[src/rtl/proc_pkg.sv]
// Shared constants and the writeback request type for the register-file write path.
package proc_pkg;

  localparam int DATA_W   = 16;
  localparam int ADDR_W   = 5;
  localparam int NUM_REGS = 2 ** ADDR_W;

  typedef struct packed {
    logic [ADDR_W-1:0] addr;
    logic [DATA_W-1:0] data;
  } wb_req_t;

endpackage

[src/rtl/wb_fifo.sv]
// Synchronous load-return FIFO; also exposes every slot's valid bit and address
// so the parent can build its pending-write mask.
module wb_fifo #(
  parameter int  DEPTH  = 4,
  parameter int  DATA_W = 16,
  parameter int  ADDR_W = 5,
  localparam int PW     = $clog2(DEPTH),
  localparam int CW     = $clog2(DEPTH) + 1
) (
  input  logic                         clk,
  input  logic                         reset,
  input  logic                         push_i,
  input  logic [ADDR_W-1:0]            push_addr_i,
  input  logic [DATA_W-1:0]            push_data_i,
  input  logic                         pop_i,
  output logic [ADDR_W-1:0]            head_addr_o,
  output logic [DATA_W-1:0]            head_data_o,
  output logic [CW-1:0]                count_o,
  output logic                         full_o,
  output logic                         empty_o,
  output logic [DEPTH-1:0]             ent_valid_o,
  output logic [DEPTH-1:0][ADDR_W-1:0] ent_addr_o
);

  logic [PW-1:0]     rd_q, rd_d, wr_q, wr_d;
  logic [CW-1:0]     count_q, count_d;
  logic [ADDR_W-1:0] addr_mem [DEPTH];
  logic [DATA_W-1:0] data_mem [DEPTH];
  logic              do_push, do_pop;

  assign full_o  = (count_q == CW'(DEPTH));
  assign empty_o = (count_q == '0);
  assign do_push = push_i && !full_o;
  assign do_pop  = pop_i && !empty_o;
  assign count_o = count_q;

  assign head_addr_o = addr_mem[rd_q];
  assign head_data_o = data_mem[rd_q];

  always_comb begin
    rd_d    = rd_q;
    wr_d    = wr_q;
    count_d = count_q;
    if (do_push) wr_d = wr_q + 1'b1;
    if (do_pop)  rd_d = rd_q + 1'b1;
    if (do_push && !do_pop)      count_d = count_q + 1'b1;
    else if (do_pop && !do_push) count_d = count_q - 1'b1;
  end

  always_ff @(posedge clk) begin
    if (reset) begin
      rd_q    <= '0;
      wr_q    <= '0;
      count_q <= '0;
    end else begin
      rd_q    <= rd_d;
      wr_q    <= wr_d;
      count_q <= count_d;
    end
  end

  // Storage needs no reset: occupancy alone decides which slots are meaningful.
  always_ff @(posedge clk) begin
    if (do_push) begin
      addr_mem[wr_q] <= push_addr_i;
      data_mem[wr_q] <= push_data_i;
    end
  end

  for (genvar i = 0; i < DEPTH; i++) begin : g_ent
    logic [PW-1:0] off;
    assign off            = PW'(i) - rd_q;
    assign ent_valid_o[i] = ({1'b0, off} < count_q);
    assign ent_addr_o[i]  = addr_mem[i];
  end

endmodule

[src/rtl/reg_writeback_arbiter.sv]
// Writeback arbiter: ALU results beat buffered load returns, loads bypass when idle,
// and a defer counter raises aluStall so a waiting load cannot starve.
module reg_writeback_arbiter #(
  parameter int  DATA_W    = proc_pkg::DATA_W,
  parameter int  ADDR_W    = proc_pkg::ADDR_W,
  parameter int  DEPTH     = 4,
  parameter int  MAX_DEFER = 8,
  localparam int CW        = $clog2(DEPTH) + 1,
  localparam int NUM_REGS  = 2 ** ADDR_W
) (
  input  logic                clk,
  input  logic                reset,
  input  logic                aluValid,
  input  logic [ADDR_W-1:0]   aluAddr,
  input  logic [DATA_W-1:0]   aluData,
  input  logic                ldValid,
  output logic                ldReady,
  input  logic [ADDR_W-1:0]   ldAddr,
  input  logic [DATA_W-1:0]   ldData,
  output logic                RegWrite,
  output logic [ADDR_W-1:0]   writeAddr,
  output logic [DATA_W-1:0]   writeData,
  output logic [NUM_REGS-1:0] pendingMask,
  output logic                aluStall,
  output logic [CW-1:0]       fifoCount
);

  localparam int DFW = $clog2(MAX_DEFER + 1);

  logic                        regwrite_q, regwrite_d;
  logic [ADDR_W-1:0]           waddr_q, waddr_d;
  logic [DATA_W-1:0]           wdata_q, wdata_d;
  logic [DFW-1:0]              defer_q, defer_d;
  logic                        stall_q, stall_d;
  logic                        fifo_full, fifo_empty;
  logic                        ld_accept, sel_pop, sel_bypass, push;
  logic [ADDR_W-1:0]           head_addr;
  logic [DATA_W-1:0]           head_data;
  logic [DEPTH-1:0]            ent_valid;
  logic [DEPTH-1:0][ADDR_W-1:0] ent_addr;

  // Handshake: a load transfers at a rising edge when ldValid && ldReady; ldReady
  // depends only on registered occupancy, so a same-cycle pop never frees a slot.
  assign ldReady    = !reset && !fifo_full;
  assign ld_accept  = ldValid && ldReady;
  assign sel_pop    = !aluValid && !fifo_empty;
  assign sel_bypass = !aluValid && fifo_empty && ld_accept;
  assign push       = ld_accept && !sel_bypass;

  wb_fifo #(
    .DEPTH (DEPTH),
    .DATA_W(DATA_W),
    .ADDR_W(ADDR_W)
  ) u_fifo (
    .clk        (clk),
    .reset      (reset),
    .push_i     (push),
    .push_addr_i(ldAddr),
    .push_data_i(ldData),
    .pop_i      (sel_pop),
    .head_addr_o(head_addr),
    .head_data_o(head_data),
    .count_o    (fifoCount),
    .full_o     (fifo_full),
    .empty_o    (fifo_empty),
    .ent_valid_o(ent_valid),
    .ent_addr_o (ent_addr)
  );

  always_comb begin
    regwrite_d = 1'b0;
    waddr_d    = waddr_q;
    wdata_d    = wdata_q;
    if (aluValid) begin
      regwrite_d = 1'b1;
      waddr_d    = aluAddr;
      wdata_d    = aluData;
    end else if (sel_pop) begin
      regwrite_d = 1'b1;
      waddr_d    = head_addr;
      wdata_d    = head_data;
    end else if (sel_bypass) begin
      regwrite_d = 1'b1;
      waddr_d    = ldAddr;
      wdata_d    = ldData;
    end

    // Counter saturates at MAX_DEFER; the stall flag then holds until the head pops.
    defer_d = defer_q;
    if (fifo_empty || sel_pop)                          defer_d = '0;
    else if (aluValid && defer_q != DFW'(MAX_DEFER))    defer_d = defer_q + 1'b1;

    stall_d = stall_q;
    if (sel_pop)                             stall_d = 1'b0;
    else if (defer_d == DFW'(MAX_DEFER))     stall_d = 1'b1;
  end

  always_ff @(posedge clk) begin
    if (reset) begin
      regwrite_q <= 1'b0;
      waddr_q    <= '0;
      wdata_q    <= '0;
      defer_q    <= '0;
      stall_q    <= 1'b0;
    end else begin
      regwrite_q <= regwrite_d;
      waddr_q    <= waddr_d;
      wdata_q    <= wdata_d;
      defer_q    <= defer_d;
      stall_q    <= stall_d;
    end
  end

  always_comb begin
    pendingMask = '0;
    for (int i = 0; i < DEPTH; i++) begin
      if (ent_valid[i]) pendingMask[ent_addr[i]] = 1'b1;
    end
    if (regwrite_q) pendingMask[waddr_q] = 1'b1;
  end

  assign RegWrite  = regwrite_q;
  assign writeAddr = waddr_q;
  assign writeData = wdata_q;
  assign aluStall  = stall_q;

endmodule
[config.mk]
export PLATFORM = sky130hd
export DESIGN_NAME = reg_writeback_arbiter
export DESIGN_NICKNAME = d
export VERILOG_FILES = /design/src/rtl/proc_pkg.sv /design/src/rtl/wb_fifo.sv /design/src/rtl/reg_writeback_arbiter.sv
export SDC_FILE = /design/constraint.sdc
export NUM_CORES = 1
export LEC_CHECK = 0
export CAP_MARGIN = 20
export CORE_MARGIN = 2
export CORE_UTILIZATION = 50
export CTS_BUF_LIST = sky130_fd_sc_hd__clkbuf_16
export DETAILED_ROUTE_END_ITERATION = 16
export HOLD_SLACK_MARGIN = 0.15
export PLACE_DENSITY = 0.82
export SLEW_MARGIN = 20
export SYNTH_ARGS = -nofsm -noshare
export SYNTH_HDL_FRONTEND = slang
export SYNTH_SLANG_ARGS = --single-unit
[constraint.sdc]
create_clock -name clk -period 3.2 [get_ports clk]
set_input_delay 0.64 -clock clk [delete_from_list [all_inputs] [get_ports clk]]
set_output_delay 0.64 -clock clk [all_outputs]
set_load 0.02 [all_outputs]
Yosys cells after proc, flatten, opt, wreduce, memory -nomap -nowiden

Memories as Yosys holds them, arrays and structs flattened. A register that Yosys moved wholly into a read port is not among the register bits.
Cells that the tools add are included.

Flip-flop bits (word level): 34
RAM bits: 84
Input port bits: 46
Output and inout bits: 59
Logic and storage cells: 102
Memories kept: 2

Memory list:

| name            | words | bits a word | read ports | clocked after Yosys merged registers in | write ports | RTL line      | text |
|---|---|---|---|---|---|---|---|
| u_fifo.data_mem | 4     | 16          | 1          | 1                                       | 1           | wb_fifo.sv:28 | `logic [DATA_W-1:0] data_mem [DEPTH];` |
| u_fifo.addr_mem | 4     | 5           | 5          | 1                                       | 1           | wb_fifo.sv:27 | `logic [ADDR_W-1:0] addr_mem [DEPTH];` |

$add $sub $neg: 9
Magnitude comparators: 14
Equal/unequal tests: 3
Multiplexer cells: 34
Bitwise operators: 4
Reduce and logical (&&, ||, !) cells: 28

Operators by type and width:

| operator            | count |
|---|---|
| $mux 32             | 5 |
| $or 32x32->32       | 4 |
| $mux 16             | 3 |
| $lt 5x6->1 const B  | 5 |
| $demux 1 s5         | 5 |
| $ge 5x1->1 const B  | 5 |
| $logic_and 1x1->1   | 16 |
| $mux 5              | 3 |
| $lt 2x3->1          | 4 |
| $mux 1              | 10 |
| $mux 2              | 4 |
| $mux 4              | 2 |
| $logic_not 1->1     | 7 |
| $mux 3              | 2 |
| $add 2x1->2 const B | 2 |
| $add 4x1->4 const B | 1 |
| $eq 4x4->1 const B  | 1 |
| $ne 4x4->1 const B  | 1 |
| $sub 1x2->2 const A | 2 |
| $sub 2x2->2 const A | 2 |
| $add 3x1->3 const B | 1 |
| $eq 3x3->1 const B  | 1 |
| $logic_not 3->1     | 1 |
| $reduce_bool 3->1   | 1 |
| other kinds (4)     | 4 |

Logic depth before layout (Yosys ltp)

Depth after elaboration: 13
Gate-level depth with buffers: 11
Depth with buffers taken out: 8

Cells and area by module

From an unflattened synthesis, not the netlist that was laid out.

Cells, all modules: 574
Area, all modules: 6512.5 um^2

By module, submodules not included:

| module                | instances | cells each | area an instance (um^2) | sequential area each (um^2) |
|---|---|---|---|---|
| wb_fifo               | 1         | 176        | 3632.2                  | 2702.6 |
| reg_writeback_arbiter | 1         | 398        | 2880.3                  | 540.5 |

Worst setup path after synthesis

No wires, ideal clock.

Path type: reg-to-output
From: reg u_fifo.count_q[1], in the netlist u_fifo.count_o[1]
To: out pendingMask[17]
Arrival time: 2095 ps
Slack: 465 ps
Stages on the path, launching flop included: 7
Path buffers: 0
Cells stage by stage: dfxtp_1 -> inv_1 -> ha_1 -> nor2b_2 -> a2111oi_4 -> a221oi_1 -> nand3_1

Cells in the longest elaborated chain, start to end: 10

Ends and longest elaborated chain:

| item                    | RTL line                     | text |
|---|---|---|
| from (decl)             | wb_fifo.sv:26                | `logic [CW-1:0] count_q, count_d;` |
| from (signal assigned)  | wb_fifo.sv:58                | `count_q <= count_d;` |
| $lt 2x3->1              | wb_fifo.sv:73                | `assign ent_valid_o[i] = ({1'b0, off} < count_q);` |
| $mux 32                 | reg_writeback_arbiter.sv:117 | `if (ent_valid[i]) pendingMask[ent_addr[i]] = 1'b1;` |
| $or 32x32->32 (no line) | --                           |  |
| $mux 32                 | reg_writeback_arbiter.sv:117 |  |
| $or 32x32->32 (no line) | --                           |  |
| $mux 32                 | reg_writeback_arbiter.sv:117 |  |
| $or 32x32->32 (no line) | --                           |  |
| $mux 32 (*)             | reg_writeback_arbiter.sv:117 |  |
| $or 32x32->32 (no line) | --                           |  |
| $mux 32 (*)             | reg_writeback_arbiter.sv:119 | `if (regwrite_q) pendingMask[waddr_q] = 1'b1;` |
| to (decl)               | reg_writeback_arbiter.sv:23  | `output logic [NUM_REGS-1:0] pendingMask,` |

Mark *: on every way between the ends. The rest lies on a longest branch, timed or not.

Worst setup path after layout

From: reg u_fifo.rd_q[1]
To: out pendingMask[10]

Cells in the longest elaborated chain, start to end: 11

Ends and longest elaborated chain:

| item                    | RTL line                     | text |
|---|---|---|
| from (decl)             | wb_fifo.sv:25                | `logic [PW-1:0] rd_q, rd_d, wr_q, wr_d;` |
| from (signal assigned)  | wb_fifo.sv:56                | `rd_q <= rd_d;` |
| $sub 1x2->2             | wb_fifo.sv:72                | `assign off = PW'(i) - rd_q;` |
| $lt 2x3->1              | wb_fifo.sv:73                |  |
| $mux 32                 | reg_writeback_arbiter.sv:117 |  |
| $or 32x32->32 (no line) | --                           |  |
| $mux 32                 | reg_writeback_arbiter.sv:117 |  |
| $or 32x32->32 (no line) | --                           |  |
| $mux 32                 | reg_writeback_arbiter.sv:117 |  |
| $or 32x32->32 (no line) | --                           |  |
| $mux 32 (*)             | reg_writeback_arbiter.sv:117 |  |
| $or 32x32->32 (no line) | --                           |  |
| $mux 32 (*)             | reg_writeback_arbiter.sv:119 |  |

Marked as above.

==> qor_table.md <==
| Item | Value |
| --- | --- |
| Run status | completed |
| Post-route clock period utilization | 0.980 |
| Leakage | 3.03 nW |
| Most frequent standard cell in the layout excluding fill and tap cells | edfxtp_1 |
| Endpoint with the worst hold slack | aluStall$_SDFFE_PP0N_ |
| Routability congestion estimate | 0.913 |
| Placeable core region | 12600 µm² |
| Largest fanout on the critical path | 6 |
| Worst path buffer plus inverter count | 4 |
| Overall power after layout | 6.81 mW |
| Clock tree from TritonCTS | built |
| Overall routed net length | 21.6 mm |
| Total of warnings raised by yosys | 0 |
| Async set-reset flop share out of synthesis | 0 |
| Maximum ir drop on the vdd rail | 560 µV |
| Share of cells above drive strength 1 | 0.221 |
| Class of the tightest hold or removal check | flop to flop |
| Initial detailed-routing violation count | 636 |
| Clock H-tree levels | 4 |
| Iteration count of the initial detailed-routing pass | 5 |
| Total global-route track usage | 0.312 |
| Clock buffers created by TritonCTS | 17 |
| Diodes inserted | 0 |
| Worst Reg-to-Reg Cells | 9 |
| Cell type group with the largest total delay on the critical path | buffers and inverters |
| Hold wc startpoint | aluStall$_SDFFE_PP0N_ |
| Estimated wirelength of the detail-placed design | 15.0 mm |
| Worst setup slack for register-to-register paths | 0.74 ns |
| Vias in the first global route | 5504 |
| Largest net degree at the start of global routing | 32 |
| Fin worst setup slack | 0.0641 ns |
| Fin. Hold Viols | 0 |
| Number of maximum-capacitance violations | 0 |
| Cell count of the worst hold path | 1 |
| Starting Density | 0.512 |
| Most frequently used flop master after synthesis | edfxtp_1 |
| Grt ovf | 0 |
| Root buffer cell | clkbuf_16 |
| Num ports | 105 |
| Worst skew pair latency | 0.43 ns |
| Initial antenna violation count | 0 |
| Net count, final | 772 |
| Commonest non-fill, non-tap cells in the layout | edfxtp_1, clkdlybuf4s50_1, nand3_1, nor2_1, buf_4 |
| Top cell by count, worst path | buf_4 |
| Final setup violating endpoints | 0 |
| Critical R2R Capture | u_fifo.count_o[2]$_SDFFE_PP0P_ |
| Reg2Reg Launch Point | u_fifo.count_o[2]$_SDFFE_PP0P_ |
| Number of synthesized flops with an enable pin | 84 |
| Required time reported for the critical path endpoint | 2.56 ns |
| Slowest cell on the critical path | a221oi_4 |
| Cells after synthesis | 582 |
| Width of the die | 118 µm |
| Critical path data arrival time | 2.50 ns |
| Avg Inst Size Synth | 11.1 µm² |
| Worst-case headroom to the max-slew limit | 0.531 |
| Hold Slack | 0.514 ns |
| Final Critical Period | 3.14 ns |
| Number of core rows | 41 |
| Worst path cell trace | xnor2_2 > inv_1 > ha_1 > nor2b_1 > a221oi_4 > buf_4 > buf_6 > nand3_1 > nand4_1 > buf_4 |
| #FFs+latches synth | 120 |
| Number of vias per cell after detailed routing | 6.37 |
| DR vias | 5725 |
| Post-Route Skew | 0.0162 ns |
| Sort of element at the start of the critical path | flop |
| Distinct cells, synth | 56 |
| Clock Pin Slew Worst Setup and Hold Paths | 0.06 ns |
| Number of nets produced by synthesis | 640 |
| Pre-CTS setup slack | 0.0195 ns |
| First-pass GRT wire length | 32.8 mm |
| Final routed wire length divided by cell count | 24.0 µm |
| Least-Margin Pin Slew | 0.702 ns |
| Worst path max stage delay | 0.39 ns |
| Maximum operating frequency | 319 MHz |
| Setup repair after global routing missed its margin | true |
| Post-route DRC violation count | 0 |
| Post-DRT Antenna Nets | 0 |
| Die height | 118 µm |
| Power per cell area | 795 nW/µm² |
| Number of buffers inserted by port buffering | 104 |
| Slew Viols, Final | 0 |
| Synth-to-layout area growth | 32.5% |
| Part of the Yosys area used for sequential elements | 0.501 |
| Path length in cells of the critical path | 10 |
| Critical path endpoint category | primary output |
| Longest Clk Path Bufs | 2 |
| Synthesized cell area | 6470 µm² |
| Sink Count | 120 |
| Hold-fix buffers at CTS | 0 |
| Type of the worst setup path | flop to primary output |
| Total die area | 13900 µm² |
==> where the power goes <==
group / switching (mW) / total [mW] / internal (mW)
clock: 0.714 / 1.94 / 1.23
sequential: 0.141 / 1.97 / 1.83
combinational: 1.69 / 2.90 / 1.21
==> registers in the layout, indices dropped and copies added, names as in the netlist, named ones only <==
signal / flops
u_fifo.count_o: 3
u_fifo.wr_q: 2
u_fifo.addr_mem: 20
u_fifo.data_mem: 64
writeData: 16
u_fifo.rd_q: 2
RegWrite: 1
defer_q: 4
writeAddr: 5
aluStall: 1
==> layout make-up <==
class,instances,area [µm²]
Clock buffer,17,425
Multi-Input combinational cell,405,3070
Inverter,14,52.6
Clock inverter,15,180
Fill cell,919,4050
Timing Repair Buffer,156,1380
Tap cell,172,215
Sequential cell,120,3240
==> cells in the mapped netlist, types with 3 or more instances <==
| cell type | number | area (µm²) |
|---|---|---|
| o2111ai_1 | 15 | 131 |
| a221oi_1 | 12 | 105 |
| mux4_2 | 21 | 473 |
| xnor2_1 | 4 | 35.0 |
| and3b_1 | 4 | 35.0 |
| nand2_1 | 9 | 33.8 |
| nor2b_1 | 14 | 87.6 |
| a22oi_1 | 3 | 22.5 |
| nor2_1 | 52 | 195 |
| or3b_2 | 4 | 35.0 |
| clkbuf_1 | 20 | 75.1 |
| dfxtp_1 | 36 | 721 |
| or3_1 | 3 | 18.8 |
| nand4_1 | 18 | 113 |
| nand2b_1 | 4 | 25.0 |
| nor3_1 | 26 | 130 |
| buf_2 | 13 | 65.1 |
| inv_1 | 13 | 48.8 |
| and2_1 | 10 | 62.6 |
| xor2_1 | 4 | 35.0 |
| ha_1 | 11 | 138 |
| nand3b_1 | 14 | 105 |
| edfxtp_1 | 84 | 2520 |
| nor3b_1 | 7 | 52.6 |
| nand3_1 | 69 | 345 |
| buf_4 | 7 | 52.6 |
| o22ai_1 | 41 | 257 |
| a21oi_1 | 10 | 50.1 |
| a31oi_1 | 17 | 106 |
==> metal layers <==
metal / GRT usage / share of wire / up-vias
li1: - / - / 2561
met1: 0.397 / 0.40 / 2790
met4: 0.0926 / 0.018 / 0
met3: 0.0722 / 0.078 / 42
met2: 0.532 / 0.50 / 332
met5: 0 / 0 / -
==> through the flow <==
| stage | utilization | setup TNS, ns | instance area, µm² | std cells |
|---|---|---|---|---|
| 4_1_cts | 0.678 | 0 | 8550 | 896 |
| 2_1_floorplan | - | 0 | 6470 | 582 |
| 3_5_place_dp | 0.628 | 0 | 7920 | 864 |
| 3_3_place_gp | 0.628 | 0 | 7920 | 864 |
| 6_report | 0.679 | 0 | 8570 | 899 |
| 5_1_grt | 0.679 | -0.363 | 8570 | 899 |
==> worst max-delay path by stage <==
stage                     slack (ns)                            from         endpoint
after CTS                      0.001     u_fifo.rd_q[1]$_SDFFE_PP0P_  pendingMask[21]
after floorplan                 0.47  u_fifo.count_o[1]$_SDFFE_PP0P_  pendingMask[17]
after global placement           0.1     u_fifo.rd_q[1]$_SDFFE_PP0P_  pendingMask[14]
after detailed placement        0.02     u_fifo.rd_q[1]$_SDFFE_PP0P_   pendingMask[2]
after global routing           -0.07     u_fifo.rd_q[1]$_SDFFE_PP0P_  pendingMask[10]
final                           0.06     u_fifo.rd_q[1]$_SDFFE_PP0P_  pendingMask[10]
==> repair_timing <==
action	in CTS	in global routing
setup endpoints to repair	32	32
setup buffers	0	2
pin swaps	1	5
gates resized for setup	53	66
gates cloned	0	1
==> logic make-up after synthesis <==
| logic type | synth area share |
|---|---|
| compound gates | 0.140 |
| simple gates | 0.207 |
| mux | 0.0762 |
| buf+inv | 0.0399 |
| flops | 0.501 |
| fa+ha+maj | 0.0244 |
| xor+xnor | 0.0108 |
No activity file was read; power rests on OpenSTA's default activity.
